<file path="src/rtl/seven_segment_scan.sv">
// Multiplexed common-cathode seven-segment scanner with frame-synchronous input
// latching, leading-zero blanking, decimal points and 16-level PWM brightness.
module seven_segment_scan #(
    parameter int unsigned NUM_DIGITS = 4,
    parameter int unsigned SCAN_DIV   = 65536
) (
    input  logic                    clk,
    input  logic                    rst_n,
    input  logic [4*NUM_DIGITS-1:0] din,
    input  logic [NUM_DIGITS-1:0]   dp_in,
    input  logic                    blank_lz,
    input  logic [3:0]              brightness,
    input  logic                    enable,
    output logic [NUM_DIGITS-1:0]   grounds,
    output logic [6:0]              display,
    output logic                    dp,
    output logic                    frame_tick
);

    localparam int unsigned PW = $clog2(SCAN_DIV);
    localparam int unsigned IW = $clog2(NUM_DIGITS);
    localparam logic [IW-1:0] LAST_IDX = IW'(NUM_DIGITS - 1);

    logic [PW-1:0]         p;
    logic [IW-1:0]         idx;
    logic [3:0]            digit_sh [NUM_DIGITS];
    logic [NUM_DIGITS-1:0] dp_sh;
    logic [3:0]            bright_sh;
    logic                  blank_sh;
    logic                  loaded;

    logic                  tick;
    logic                  frame_end;
    logic [NUM_DIGITS-1:0] blank_vec;
    logic                  zero_run;
    logic [6:0]            seg;
    logic                  dp_bit;
    logic [3:0]            phase;
    logic                  lit;

    function automatic logic [6:0] decode(input logic [3:0] nib);
        case (nib)
            4'h0: decode = 7'b1111110;
            4'h1: decode = 7'b0110000;
            4'h2: decode = 7'b1101101;
            4'h3: decode = 7'b1111001;
            4'h4: decode = 7'b0110011;
            4'h5: decode = 7'b1011011;
            4'h6: decode = 7'b1011111;
            4'h7: decode = 7'b1110000;
            4'h8: decode = 7'b1111111;
            4'h9: decode = 7'b1111011;
            4'hA: decode = 7'b1110111;
            4'hB: decode = 7'b0011111;
            4'hC: decode = 7'b1001110;
            4'hD: decode = 7'b0111101;
            4'hE: decode = 7'b1001111;
            default: decode = 7'b1000111;
        endcase
    endfunction

    assign tick      = (p == '1);
    assign frame_end = tick && (idx == LAST_IDX);

    always_ff @(posedge clk or negedge rst_n) begin
        if (!rst_n) begin
            p         <= '0;
            idx       <= LAST_IDX;
            dp_sh     <= '0;
            bright_sh <= '0;
            blank_sh  <= 1'b0;
            loaded    <= 1'b0;
            for (int unsigned k = 0; k < NUM_DIGITS; k++) digit_sh[k] <= '0;
        end else begin
            p <= p + 1'b1;
            if (tick) idx <= (idx == LAST_IDX) ? '0 : idx + 1'b1;
            if (frame_end) begin
                for (int unsigned k = 0; k < NUM_DIGITS; k++)
                    digit_sh[k] <= din[4*(NUM_DIGITS-1-k) +: 4];
                dp_sh     <= dp_in;
                bright_sh <= brightness;
                blank_sh  <= blank_lz;
                loaded    <= 1'b1;
            end
        end
    end

    // Blanking runs left to right while digits stay zero; the rightmost digit always shows.
    always_comb begin
        blank_vec = '0;
        zero_run  = blank_sh;
        for (int unsigned k = 0; k < NUM_DIGITS; k++) begin
            zero_run     = zero_run && (digit_sh[k] == 4'h0);
            blank_vec[k] = zero_run && (k != NUM_DIGITS - 1);
        end
    end

    always_comb begin
        phase  = p[PW-1 -: 4];
        seg    = blank_vec[idx] ? 7'b0 : decode(digit_sh[idx]);
        dp_bit = dp_sh[idx];
        lit    = enable && loaded && (phase <= bright_sh) && ((seg != 7'b0) || dp_bit);
    end

    always_ff @(posedge clk or negedge rst_n) begin
        if (!rst_n) begin
            grounds    <= '1;
            display    <= '0;
            dp         <= 1'b0;
            frame_tick <= 1'b0;
        end else begin
            frame_tick <= frame_end;
            if (lit) begin
                grounds <= ~(NUM_DIGITS'(1) << idx);
                display <= seg;
                dp      <= dp_bit;
            end else begin
                grounds <= '1;
                display <= '0;
                dp      <= 1'b0;
            end
        end
    end

endmodule

</file>
<file path="config.mk">
export PLATFORM = sky130hd
export DESIGN_NAME = seven_segment_scan
export DESIGN_NICKNAME = d
export VERILOG_FILES = /design/src/rtl/seven_segment_scan.sv
export SDC_FILE = /design/constraint.sdc
export NUM_CORES = 1
export LEC_CHECK = 0
export CORE_ASPECT_RATIO = 1.25
export CORE_MARGIN = 2
export CORE_UTILIZATION = 54
export DETAILED_ROUTE_END_ITERATION = 16
export MAX_ROUTING_LAYER = met4
export PLACE_DENSITY = 0.83
export REMOVE_ABC_BUFFERS = 1
export SYNTH_ARGS = -nofsm -noshare
export SYNTH_HDL_FRONTEND = slang
export SYNTH_SLANG_ARGS = --single-unit
</file>
<file path="constraint.sdc">
create_clock -name clk -period 2.4 [get_ports clk]
set_input_delay 0.6 -clock clk [delete_from_list [all_inputs] [get_ports clk]]
set_output_delay 0.6 -clock clk [all_outputs]
set_load 0.01 [all_outputs]
</file>
Word level (Yosys, flattened, before mapping)
Memories as Yosys holds them, arrays and structs flattened.
Index checks and enable logic that the tools add are counted.
Word-level totals
  bits in registers: 57
  bits in latches: 0
  bits in writable memories: 0
  ROM bits: 112
  input port bits: 28
  output and inout bits: 13
  logic and storage cells: 49
  memories kept: 1
Operators by class
  $add $sub $neg: 2
  $mul: 0
  div/mod/pow operators: 0
  $lt $le $gt $ge: 3
  equality and inequality tests: 2
  shifts and indexed selects: 1
  muxes and demuxes: 12
  bitwise operators: 2
  reduce and logical (&&, ||, !) cells: 12
Memory list
  (no name shown): depth 16, width 7, rd ports 1, clocked after Yosys merged registers in 0, write ports 0, line 42  | case (nib)
Operators by type and width (count)
  adder 16 x 1 -> 16 bit, second input constant: 1
  == test 16 bit, second input constant: 1
  two-way mux 7 bit: 2
  zero test 4 bit: 3
  two-way mux 4 bit: 3
  binary-select mux 4 bit (select 2 bit): 1
  logical AND 1 bit: 7
  nonzero test 7 bit: 1
  binary-select mux 1 bit (select 2 bit): 2
  less-or-equal comparator 4 bit: 1
  NOT 4 bit: 1
  left shift 1 x 2 -> 4 bit, first input constant: 1
  greater-or-equal comparator 3 bit, second input constant: 1
  < comparator 2 x 3 -> 1 bit, second input constant: 1
  two-way mux 1 bit: 3
  NOT 2 -> 3 bit: 1
  adder 2 x 1 -> 2 bit, second input constant: 1
  == test 2 bit, second input constant: 1
  two-way mux 2 bit: 1
  logical OR 1 bit: 1

Depth between registers and ports, before layout
Gate-level depths: netlist (run 1).
  word-level depth: 11
  depth in mapped cells: 8
  depth with buffers taken out: 7

Worst setup path after synthesis (run 1)
Ideal clock, no wire load.
  path type: reg-to-reg
  start: register idx[0]
  end: register display[1]
  arrival time: 1952 ps
  required time: 2277 ps
  setup slack: 325 ps
  stages on the path, launching flop included: 8
  clock period less this slack: 2075 ps
  cells stage by stage: dfstp_2 buf_4 mux4_2 inv_1 ha_1 nand2_1 a21boi_0 o221a_2
On the way
  word-level cells in the longest chain between the ends: 10
  elaborated cells on any way between the ends: 14
  classes of those cells: mux (9); bitwise (1); reduce/logical (3); memory (1)
RTL lines
  start, declared: line 25  | logic [IW-1:0] idx;
  start signal, assigned: line 76  | if (tick) idx <= (idx == LAST_IDX) ? '0 : idx + 1'b1;
  NOT 2 -> 3 bit (not written as such): line 100  | seg = blank_vec[idx] ? 7'b0 : decode(digit_sh[idx]);
  binary-select mux 4 bit (select 2 bit): line 100
  two-way mux 4 bit (not written as such) (2 in a row): line 100
  memory read (16 x 7 bit)
  two-way mux 7 bit: line 100
  nonzero test 7 bit: line 102  | lit = enable && loaded && (phase <= bright_sh) && ((seg != 7'b0) || dp_bit);
  logical OR 1 bit: line 102
  logical AND 1 bit: line 102
  two-way mux 7 bit (*): line 113  | if (lit) begin
  end signal, assigned: line 115  | display <= seg;
  end, declared: line 15  | output logic [6:0] display,
Every way passes the cells marked *; elsewhere a longest branch is shown, timed or not. The select of a mux whose other input is x is not followed.
A chain may end at the register's enable or synchronous reset.

Worst setup path in the final report (run 1)
Same ends and word-level chain as after synthesis.

==> results of run 1 <==
==> routing by layer <==
layer | vias to the layer above | global-route usage [%]
li1 | 871 | -
met1 | 908 | 26.3
met2 | 45 | 29.6
met3 | 16 | 5.04
met4 | 0 | 11.8
met5 | - | -
==> cell usage in the layout (no fill, tap or decap), types with 2 or more instances in the layout <==
| master | instances |
|---|---|
| sky130_fd_sc_hd__nor3_1 | 6 |
| sky130_fd_sc_hd__clkinv_2 | 2 |
| sky130_fd_sc_hd__xnor2_1 | 10 |
| sky130_fd_sc_hd__xor2_1 | 4 |
| sky130_fd_sc_hd__a21oi_1 | 2 |
| sky130_fd_sc_hd__nand4_1 | 3 |
| sky130_fd_sc_hd__mux2_4 | 19 |
| sky130_fd_sc_hd__clkbuf_8 | 13 |
| sky130_fd_sc_hd__dfrtp_1 | 51 |
| sky130_fd_sc_hd__clkdlybuf4s50_1 | 39 |
| sky130_fd_sc_hd__mux2i_1 | 5 |
| sky130_fd_sc_hd__o211a_1 | 2 |
| sky130_fd_sc_hd__mux4_2 | 3 |
| sky130_fd_sc_hd__inv_1 | 8 |
| sky130_fd_sc_hd__mux2_2 | 11 |
| sky130_fd_sc_hd__nor2_1 | 7 |
| sky130_fd_sc_hd__nand3_1 | 6 |
| sky130_fd_sc_hd__o21ai_0 | 8 |
| sky130_fd_sc_hd__o221a_2 | 2 |
| sky130_fd_sc_hd__o311a_1 | 3 |
| sky130_fd_sc_hd__ha_1 | 15 |
| sky130_fd_sc_hd__and4_1 | 2 |
| sky130_fd_sc_hd__and3_1 | 3 |
| sky130_fd_sc_hd__or4_1 | 2 |
| sky130_fd_sc_hd__nand2_1 | 19 |
| sky130_fd_sc_hd__dfstp_2 | 6 |
==> synth_stat cells (all sizes together), types with 4 or more instances <==
master,n,area share (%)
buf,4,1.2
dfrtp,51,45
dfstp,6,5.6
ha,15,6.6
inv,8,1.1
mux2,30,14
mux2i,5,1.8
nand2,20,2.9
nand3,7,1.7
nor2,7,0.93
nor3,6,1.1
o21ai,8,1.4
xnor2,10,3.1
xor2,4,1.2
==> registers in the layout (all words and copies together) (netlist names), 2 cells and up <==
| signal | count |
|---|---|
| bright_sh | 4 |
| digit_sh | 16 |
| display | 7 |
| dp_sh | 4 |
| grounds | 4 |
| idx | 2 |
| p | 16 |
==> logic make-up after synthesis <==
kind of cell | after synthesis | synth area share, %
XOR/XNOR | 14 | 4.34
flip-flops | 57 | 50.7
multiplexers | 38 | 18.6
buffers and inverters | 14 | 2.57
AO/OA/AOI/OAI | 20 | 5.14
AND/OR/NAND/NOR | 59 | 12.0
adder cells (fa/ha/maj) | 15 | 6.64
==> area by class of cell <==
class	instances	area [sq um]
fillers	386	1600
flip-flops and latches	57	1430
multi-input cells	146	1320
repair buffers	42	423
clock buffers	14	183
well taps	62	77.6
inverters	9	33.8
clock inverters	2	10.0
==> per-stage QoR <==
stage                     hold WS, ns  util (%)  power, mW  cells  cell area (sq um)
after floorplan                 0.304         -       1.08    212               2790
after global placement          0.458      64.7       1.16    316               3290
after detailed placement        0.461      64.7       1.16    316               3290
after CTS                       0.296      68.5       2.01    332               3480
after global routing            0.330      68.5       2.06    332               3480
final                           0.274      68.5       1.99    332               3480
==> worst min-delay path by stage <==
stage,depth (start not counted),slack [ns],to,startpoint
global placement,1,0.46,loaded,loaded
global route,1,0.33,bright_sh[3],rst_n
finish,1,0.27,bright_sh[3],rst_n
detailed placement,1,0.46,p[9],p[9]
CTS,1,0.30,p[4],rst_n
floorplan,0,0.30,blank_sh,rst_n
==> where the power goes <==
part | internal [mW] | switching (mW)
Sequential | 0.983 | 0.0176
Clock | 0.484 | 0.361
Combinational | 0.0864 | 0.0592
==> summary.md, run 1 <==
| Metric | Value |
|---|---|
| Outcome | `completed` |
| Pin count of the biggest net entering global routing | `31` |
| Total Die Area | `5830 sq um` |
| Final Hold Vio Count | `0` |
| Count of inserted antenna diode cells | `0` |
| Post-route setup TNS | `0 ns` |
| FF-to-FF Start | `idx[0]` |
| Number of max-capacitance violations reported | `0` |
| Number of detailed-routing iterations run before antenna repair | `4` |
| Depth of the critical timing path with buffers and inverters included | `6` |
| Vias after detailed routing | `1840` |
| Gates resized, CTS repair | `0` |
| Overall Global Routing Usage | `20.6%` |
| Power per Cell Area | `572 nW/um^2` |
| Skew final | `0.0106 ns` |
| Worst r2r dst | `display[1]` |
| Post-CTS setup buffer count | `0` |
| Data arrival time of the critical path | `2.42 ns` |
| Total length of routed met3 wires | `216 microns` |
| Drt initial violations | `123` |
| Worst setup timing slack at the placement stage | `0.212 ns` |
| Combined area of all synthesized cells | `2830 sq um` |
| Number of flops mapped to enable cells by yosys | `0` |
| Cells traversed along the worst timing path | `mux4_2 -> inv_1 -> ha_1 -> nand2_1 -> a21boi_0 -> o221a_2` |
| P&R area growth vs syn | `23.2%` |
| Initial cell density of the core | `55.6%` |
| Fraction of final layout cells sized beyond drive strength 1 | `24.1%` |
| Leakage power figure | `1.63 nW` |
| Setup crit end | `display[1]` |
| Critical path buffers and inverters | `1` |
| Worst-case register-to-register setup slack | `0.21 ns` |
| Worst rel slew slack | `53.6%` |
| Count of unique library cells instantiated by Yosys | `42` |
| Final setup viols | `0` |
| Row Count | `29` |
| Clock latency at the later pin of the worst-skew pair | `0.34 ns` |
| WS Path Type | `reg2reg` |
| Max Slew Vio Count | `0` |
| Hold_buf cts | `0` |
| Amount of wire on met2 after detailed routing | `2.39 mm` |
| Wirelength, routed | `5.00 mm` |
| Pin slew with the least headroom to its limit | `0.691 ns` |
| Clock net sink count | `57` |
| Setup repair after global routing missed its margin | `false` |
| Count of warnings emitted by yosys | `0` |
| Share of flip-flops with an asynchronous set or reset after synthesis | `100%` |
| IO Port Bufs | `40` |
| CTS clk-pin slew, worst paths | `0.06 ns` |
| Critical path origin | `idx[0]` |
| Routed length on met1 | `2.23 mm` |
| Gate Count Post-Synth | `217` |
| Class of the tightest hold or removal check | `in2async` |
| Share of the cycle needed by the critical path after routing | `91.0%` |
| Max clock buf depth | `2` |
| Slowest library cell on the worst path | `sky130_fd_sc_hd__dfstp_2` |
| First-pass GRT wire length | `8.58 mm` |
| Maximum net fanout on the critical path | `10` |
| Worst R2R Path Depth | `6` |
| Highest signal layer in the routed design | `met4` |
| CP top delay family | `flip-flops` |
| Count of boundary I/O pins | `41` |
| CP required | `2.63 ns` |
| Mean instance size in the synthesized netlist | `13.0 sq um` |
| Number of global-route vias before repair | `1832` |
| Routability-driven placement congestion ratio | `0.936` |
| Flip-flop and latch count after synthesis | `57` |
| Largest vdd supply drop | `505 uV` |
| CP max stage delay | `0.65 ns` |
| Vias per cell | `5.54` |
| Antenna Violating Nets Remaining | `0` |
| Core ar. | `5080 sq um` |
| Level count of the clock H-tree | `3` |
| Share of synthesized area occupied by flip-flops and latches | `50.7%` |
| Wire length per cell after detailed routing | `15.1 microns` |
| Worst Setup End Kind | `flip-flop` |
| Total congestion overflow after global routing | `0` |
| Minimum period implied by the final worst setup slack | `2.19 ns` |
| Fmax | `458 MHz` |
| Root buffer selected by CTS | `sky130_fd_sc_hd__clkbuf_8` |
| Prevailing post-synth register cell | `sky130_fd_sc_hd__dfrtp_1` |
| Number of buffers created by CTS | `9` |
| Worst Setup Start Kind | `flip-flop` |
| Setup WS post-layout | `0.215 ns` |
| Initial antenna violation count | `0` |
| Remaining routing DRC violations | `0` |
| Clock tree from TritonCTS | `yes` |
| Die height | `84.9 microns` |
| DP Wirelength | `3.67 mm` |
| Width of the die | `68.7 microns` |
| Final net count | `308` |
Power figures use the tool's default switching activity.
==> inputs of run 2 (changes only) <==
--- a/config.mk
+++ b/config.mk
@@ -12,6 +12,7 @@
 export MAX_ROUTING_LAYER = met4
 export PLACE_DENSITY = 0.83
 export REMOVE_ABC_BUFFERS = 1
+export SLEW_MARGIN = 30
 export SYNTH_ARGS = -nofsm -noshare
 export SYNTH_HDL_FRONTEND = slang
 export SYNTH_SLANG_ARGS = --single-unit
==> constraint.sdc (replaced) <==
create_clock -name clk -period 2.44 [get_ports clk]
set_input_delay 0.61 -clock clk [delete_from_list [all_inputs] [get_ports clk]]
set_output_delay 0.61 -clock clk [all_outputs]
set_load 0.01 [all_outputs]
==> run 2 against run 1 <==
Against the previous run:
- worst setup slack better by 0.028 ns
- worst hold slack improved by 0.017 ns
- fmax down 0.56%
- via count decreased by 2.0%
- non-clock buffer count stayed put
- sequential power about the same
- combinational power about the same
- critical path depth did not move
- sequential cell count unchanged
- utilization shrank 0.59 points
- critical path type unchanged
- largest cell class unchanged
- highest routed layer unchanged
==> summary.md, run 2 (synthesis gave the netlist of run 1 again) <==
| Metric | Value |
|---|---|
| P&R area growth vs syn | `22.1% (was 23.2%)` |
| Number of max-capacitance violations reported | `0 (unchanged)` |
| Share of total power in sequential cells | `52.8% (was 50.3%)` |
| Outcome | `completed (unchanged)` |
| Largest vdd supply drop | `337 uV (was 505 uV)` |
| Row Count | `29 (unchanged)` |
| Clock net sink count | `57 (unchanged)` |
| Data arrival time of the critical path | `2.41 ns (was 2.42 ns)` |
| Combinational group share of total power | `7.6% (was 7.3%)` |
| Switching Fraction | `21.4% (was 22.0%)` |
| Worst setup timing slack at the placement stage | `0.262 ns (was 0.212 ns)` |
| Clock latency at the later pin of the worst-skew pair | `0.33 ns (was 0.34 ns)` |
| Minimum period implied by the final worst setup slack | `2.20 ns (was 2.19 ns)` |
| Final setup viols | `0 (unchanged)` |
| Fmax | `455 MHz (was 458 MHz)` |
| Overall Global Routing Usage | `20.6% (about the same)` |
| Pin count of the biggest net entering global routing | `31 (unchanged)` |
| CTS clk-pin slew, worst paths | `0.06 ns (about the same)` |
| Setup repair after global routing missed its margin | `false (unchanged)` |
| Post-CTS setup buffer count | `0 (unchanged)` |
| Pin slew with the least headroom to its limit | `0.688 ns (was 0.691 ns)` |
| Width of the die | `68.7 microns (unchanged)` |
| WS Path Type | `reg2reg (unchanged)` |
| Count of inserted antenna diode cells | `0 (unchanged)` |
| Total Power Consumption | `1.86 mW (was 1.99 mW)` |
| Worst rel slew slack | `53.8% (was 53.6%)` |
| Commonest non-fill, non-tap cell in the layout | `sky130_fd_sc_hd__dfrtp_1 (unchanged)` |
| Leading cell types in the layout, fill and taps excluded | `51 x sky130_fd_sc_hd__dfrtp_1, 39 x sky130_fd_sc_hd__clkdlybuf4s50_1, 19 x sky130_fd_sc_hd__nand2_1, 19 x sky130_fd_sc_hd__mux2_4, 15 x sky130_fd_sc_hd__ha_1 (unchanged)` |
| Vias after detailed routing | `1804 (was 1840)` |
| Hold_buf cts | `0 (unchanged)` |
| DP Wirelength | `3.53 mm (was 3.67 mm)` |
| Core ar. | `5080 sq um (unchanged)` |
| Setup WS post-layout | `0.243 ns (was 0.215 ns)` |
| Gates resized, CTS repair | `0 (unchanged)` |
| Wire length per cell after detailed routing | `14.8 microns (was 15.1 microns)` |
| Fraction of final layout cells sized beyond drive strength 1 | `22.8% (was 24.1%)` |
| Worst Setup End Kind | `flip-flop (unchanged)` |
| Antenna Violating Nets Remaining | `0 (unchanged)` |
| Cells traversed along the worst timing path | `mux4_2 -> inv_1 -> ha_1 -> nand2_1 -> a21boi_0 -> o221a_2 (unchanged)` |
| First-pass GRT wire length | `8.65 mm (was 8.58 mm)` |
| NetSw | `0.399 mW (was 0.437 mW)` |
| Number of detailed-routing iterations run before antenna repair | `4 (unchanged)` |
| Biggest registers after layout | `digit_sh (16), p (16), display (7) (unchanged)` |
| Vias per cell | `5.47 (was 5.54)` |
| Leakage power figure | `1.61 nW (was 1.63 nW)` |
| Internal power contribution | `1.47 mW (was 1.55 mW)` |
| Level count of the clock H-tree | `3 (unchanged)` |
| Total Die Area | `5830 sq um (unchanged)` |
| Final net count | `308 (unchanged)` |
| Number of global-route vias before repair | `1857 (was 1832)` |
| Skew final | `0.00710 ns (was 0.0106 ns)` |
| Clock Power Share | `39.6% (was 42.4%)` |
| Count of boundary I/O pins | `41 (unchanged)` |
| Worst Setup Start Kind | `flip-flop (unchanged)` |
| Max Slew Vio Count | `0 (unchanged)` |
| Total congestion overflow after global routing | `0 (unchanged)` |
| Die height | `84.9 microns (unchanged)` |
| Maximum net fanout on the critical path | `10 (unchanged)` |
| Root buffer selected by CTS | `sky130_fd_sc_hd__clkbuf_8 (unchanged)` |
| Initial antenna violation count | `0 (unchanged)` |
| Wirelength, routed | `4.89 mm (was 5.00 mm)` |
| CP max stage delay | `0.65 ns (about the same)` |
| Post-route setup TNS | `0 ns (unchanged)` |
| Max clock buf depth | `2 (unchanged)` |
| Routability-driven placement congestion ratio | `0.930 (was 0.936)` |
| Drt initial violations | `71 (was 123)` |
| Final Hold Vio Count | `0 (unchanged)` |
| Fillers | `370 (was 386)` |
| Share of the cycle needed by the critical path after routing | `90.1% (was 91.0%)` |
| IO Port Bufs | `40 (unchanged)` |
| CP required | `2.65 ns (was 2.63 ns)` |
| Power per Cell Area | `540 nW/um^2 (was 572 nW/um^2)` |
| Fin Hold WS | `0.292 ns (was 0.274 ns)` |
| Remaining routing DRC violations | `0 (unchanged)` |
| CP top delay family | `flip-flops (unchanged)` |
| Class of the tightest hold or removal check | `in2async (unchanged)` |
| Critical path buffers and inverters | `1 (unchanged)` |
| Number of buffers created by CTS | `9 (unchanged)` |
| Slowest library cell on the worst path | `sky130_fd_sc_hd__dfstp_2 (unchanged)` |
| Initial cell density of the core | `55.6% (unchanged)` |
| Clock tree from TritonCTS | `yes (unchanged)` |
run 2: changes by cell type in the layout (fill, tap and decap cells not counted):
cell / delta
sky130_fd_sc_hd__clkbuf_8: -2
sky130_fd_sc_hd__clkbuf_1: +2
sky130_fd_sc_hd__clkinv_2: -2
run 2: worst reg2reg max path, delay by kind of cell, from the launching register on:
kind	cells	cell delay [ns]
buffers and inverters	1	0.14
and+or+nand+nor	1	0.08
AOI/OAI and AO/OA	2	0.38
adders and majority gates	1	0.22
DFF	1	0.65
muxes	1	0.62
run 2: layout make-up:
cell class	instances	area [sq um]	share of cell area (%)
Sequential cell	57	1430	41.6
Tap cell	62	77.6	2.25
Clock buffer	14	163	4.71
Timing Repair Buffer	42	423	12.3
Inverter	9	33.8	0.979
Multi-Input combinational cell	146	1320	38.3
run 2: worst paths after layout:
check	slack, ns	startpoint	cells after the start	end
max	0.24	idx[0]	6	display[1]
min	0.29	rst_n	1	p[2]
max in group asynchronous	1.50	rst_n	2	idx[1]
min reg2reg	0.47	loaded	1	loaded
max reg2reg	0.24	idx[0]	6	display[1]
min in group clk	0.47	loaded	1	loaded
run 2: stage by stage:
stage               instance area (sq um)  cells  util (%)
CTS                                  3450    330      67.9
finish                               3450    330      67.9
global route                         3450    330      67.9
detailed placement                   3290    316      64.7
global placement                     3290    316      64.7
floorplan                            2790    212         -
run 2: per-layer routing:
layer	global-route usage [%]	routed length, microns	vias up
li1	-	-	872
met1	26.6	2260	877
met2	30.2	2320	47
met3	6.10	218	8
met4	8.73	100	0
met5	-	0	-
run 2: power groups by stage:
stage	Combinational [mW]	Sequential [mW]	Clock (mW)
finish	0.143	0.984	0.738
global route	0.159	0.986	0.811
CTS	0.145	0.984	0.763
detailed placement	0.144	1.00	0
global placement	0.139	0.999	0
floorplan	0.0654	0.993	0
==> inputs of run 3 (changes only) <==
--- a/config.mk
+++ b/config.mk
@@ -9,6 +9,7 @@
 export CORE_MARGIN = 2
 export CORE_UTILIZATION = 54
 export DETAILED_ROUTE_END_ITERATION = 16
+export GPL_TIMING_DRIVEN = 0
 export MAX_ROUTING_LAYER = met4
 export PLACE_DENSITY = 0.83
 export REMOVE_ABC_BUFFERS = 1
==> constraint.sdc (replaced) <==
create_clock -name clk -period 2.5 [get_ports clk]
set_input_delay 0.625 -clock clk [delete_from_list [all_inputs] [get_ports clk]]
set_output_delay 0.625 -clock clk [all_outputs]
set_load 0.01 [all_outputs]
==> run 3 against run 2 <==
Against the previous run:
- worst setup slack got worse by 0.0073 ns
- clock-buffer cell count down 1
- cell area is 0.18% higher
- first-iteration DRC count is 94% higher
- wire length decreased by 2.8%
- highest routed layer unchanged
- largest cell class unchanged
- critical endpoint is now display[6]
==> summary.md, run 3 (synthesis gave the netlist of run 1 again) <==
| Metric | Value |
|---|---|
| Outcome | `completed (unchanged)` |
| Clock net sink count | `57 (unchanged)` |
| Leading cell types in the layout, fill and taps excluded | `51 x sky130_fd_sc_hd__dfrtp_1, 39 x sky130_fd_sc_hd__clkdlybuf4s50_1, 19 x sky130_fd_sc_hd__nand2_1, 19 x sky130_fd_sc_hd__mux2_4, 15 x sky130_fd_sc_hd__ha_1 (unchanged)` |
| Remaining routing DRC violations | `0 (unchanged)` |
| Worst Setup Start Kind | `flip-flop (unchanged)` |
| Data arrival time of the critical path | `2.49 ns (was 2.41 ns)` |
| Pin count of the biggest net entering global routing | `47 (was 31)` |
| Clock latency at the later pin of the worst-skew pair | `0.34 ns (was 0.33 ns)` |
| Final setup viols | `0 (unchanged)` |
| DP Wirelength | `3.43 mm (was 3.53 mm)` |
| Number of detailed-routing iterations run before antenna repair | `4 (unchanged)` |
| Initial antenna violation count | `0 (unchanged)` |
| Fmax | `442 MHz (was 455 MHz)` |
| WS Path Type | `reg2reg (unchanged)` |
| Number of global-route vias before repair | `1707 (was 1857)` |
| Maximum net fanout on the critical path | `14 (was 10)` |
| First-pass GRT wire length | `8.16 mm (was 8.65 mm)` |
| Fillers | `389 (was 370)` |
| Row Count | `29 (unchanged)` |
| Cells traversed along the worst timing path | `mux2_2 -> mux2i_1 -> and2_1 -> o21ai_0 -> and4_1 (was mux4_2 -> inv_1 -> ha_1 -> nand2_1 -> a21boi_0 -> o221a_2)` |
| Critical path buffers and inverters | `0 (was 1)` |
| P&R area growth vs syn | `22.3% (was 22.1%)` |
| Final net count | `307 (was 308)` |
| Total congestion overflow after global routing | `0 (unchanged)` |
| Commonest non-fill, non-tap cell in the layout | `sky130_fd_sc_hd__dfrtp_1 (unchanged)` |
| Post-route core utilization | `68.1% (was 67.9%)` |
| Largest vdd supply drop | `430 uV (was 337 uV)` |
| Root buffer selected by CTS | `sky130_fd_sc_hd__clkbuf_8 (unchanged)` |
| Vias after detailed routing | `1838 (was 1804)` |
| Wirelength, routed | `4.75 mm (was 4.89 mm)` |
| Max clock buf depth | `2 (unchanged)` |
| Die height | `84.9 microns (unchanged)` |
| Biggest registers after layout | `digit_sh (16), p (16), display (7) (unchanged)` |
| Clock tree from TritonCTS | `yes (unchanged)` |
| IO Port Bufs | `40 (unchanged)` |
| Max Slew Vio Count | `0 (unchanged)` |
| Minimum period implied by the final worst setup slack | `2.26 ns (was 2.20 ns)` |
| Drt initial violations | `138 (was 71)` |
| Worst rel slew slack | `50.3% (was 53.8%)` |
| Routability-driven placement congestion ratio | `0.907 (was 0.930)` |
| Depth of the critical timing path with buffers and inverters included | `5 (was 6)` |
| Antenna Violating Nets Remaining | `0 (unchanged)` |
| Wire length per cell after detailed routing | `14.4 microns (was 14.8 microns)` |
| Number of buffers created by CTS | `9 (unchanged)` |
| Share of the cycle needed by the critical path after routing | `90.6% (was 90.1%)` |
| CTS clk-pin slew, worst paths | `0.06 ns (about the same)` |
| CP top delay family | `multiplexers (was flip-flops)` |
| Fraction of final layout cells sized beyond drive strength 1 | `23.4% (was 22.8%)` |
| Level count of the clock H-tree | `3 (unchanged)` |
| Power per Cell Area | `533 nW/um^2 (was 540 nW/um^2)` |
| Gates resized, CTS repair | `0 (unchanged)` |
| Skew final | `0.00739 ns (was 0.00710 ns)` |
| Hold_buf cts | `0 (unchanged)` |
| Width of the die | `68.7 microns (unchanged)` |
| Vias per cell | `5.55 (was 5.47)` |
| Pin slew with the least headroom to its limit | `0.740 ns (was 0.688 ns)` |
| Post-CTS setup buffer count | `0 (unchanged)` |
| Count of inserted antenna diode cells | `0 (unchanged)` |
| Total Die Area | `5830 sq um (unchanged)` |
| Slowest library cell on the worst path | `sky130_fd_sc_hd__dfstp_2 (unchanged)` |
| Leakage power figure | `1.62 nW (was 1.61 nW)` |
| Setup repair after global routing missed its margin | `false (unchanged)` |
| Class of the tightest hold or removal check | `in2async (unchanged)` |
| Count of boundary I/O pins | `41 (unchanged)` |
| Fin Hold WS | `0.126 ns (was 0.292 ns)` |
| Core ar. | `5080 sq um (unchanged)` |
| Worst R2R Path Depth | `5 (was 6)` |
| Number of max-capacitance violations reported | `0 (unchanged)` |
| Worst Setup End Kind | `flip-flop (unchanged)` |
| Initial cell density of the core | `55.6% (unchanged)` |
| Overall Global Routing Usage | `19.4% (was 20.6%)` |
| CP required | `2.72 ns (was 2.65 ns)` |
| Final Hold Vio Count | `0 (unchanged)` |
| CP max stage delay | `0.72 ns (was 0.65 ns)` |
-- run 3: cell types whose count changed in the layout (fill, tap and decap cells not counted), sizes merged --
cell | before | now
clkinv | 1 | 4
buf | 3 | 2
clkbuf | 14 | 13
-- run 3: path summary, 6_finish.rpt --
| path | to | slack, ns | startpoint |
|---|---|---|---|
| worst max-delay path | display[6] | 0.24 | idx[1] |
| worst min-delay path | p[10] | 0.13 | rst_n |
| worst max register to register | display[6] | 0.24 | idx[1] |
| worst min register to register | p[9] | 0.48 | p[9] |
| max in group asynchronous | grounds[1] | 1.85 | rst_n |
| min in group clk | p[9] | 0.48 | p[9] |
-- run 3: area by class of cell --
cell class | instances | area (sq um) | area share (%)
sequential | 57 | 1430 | 41.5
multi-input combinational | 146 | 1320 | 38.2
timing repair buffer | 41 | 418 | 12.1
clock buffer | 13 | 159 | 4.60
tap | 62 | 77.6 | 2.24
inverter | 9 | 33.8 | 0.977
clock inverter | 3 | 15.0 | 0.434
-- run 3: stage by stage --
step	setup slack (ns)	total power, mW	std cells	setup TNS, ns	instance area (sq um)
after floorplan	0.465	1.03	212	0	2790
after global placement	-0.772	1.11	314	-40.46	3270
after CTS	0.263	1.86	331	0	3460
after global routing	0.0687	1.92	331	0	3460
final	0.235	1.84	331	0	3460
after detailed placement	0.273	1.11	315	0	3280
-- run 3: per-layer routing --
metal  share of wire, %  wire [microns]  GRT usage (%)
met5                  0               0              -
met4                2.6             124           9.63
met3                3.8             179           3.98
met2                 49            2330           27.4
met1                 45            2120           26.3
-- run 3: report_power, final --
| group | internal (mW) | leakage [nW] | switching [mW] |
|---|---|---|---|
| sequential | 0.944 | 0.703 | 0.0156 |
| clock | 0.408 | 0.0932 | 0.336 |
| combinational | 0.0823 | 0.821 | 0.0547 |
| total | 1.43 | 1.62 | 0.406 |
-- run 3: worst reg2reg max path, cell delays in order (launching register included) --
cell and delay [ns]:
sky130_fd_sc_hd__dfstp_2 0.72, sky130_fd_sc_hd__mux2_2 0.39, sky130_fd_sc_hd__mux2i_1 0.50, sky130_fd_sc_hd__and2_1 0.24, sky130_fd_sc_hd__o21ai_0 0.08, sky130_fd_sc_hd__and4_1 0.21
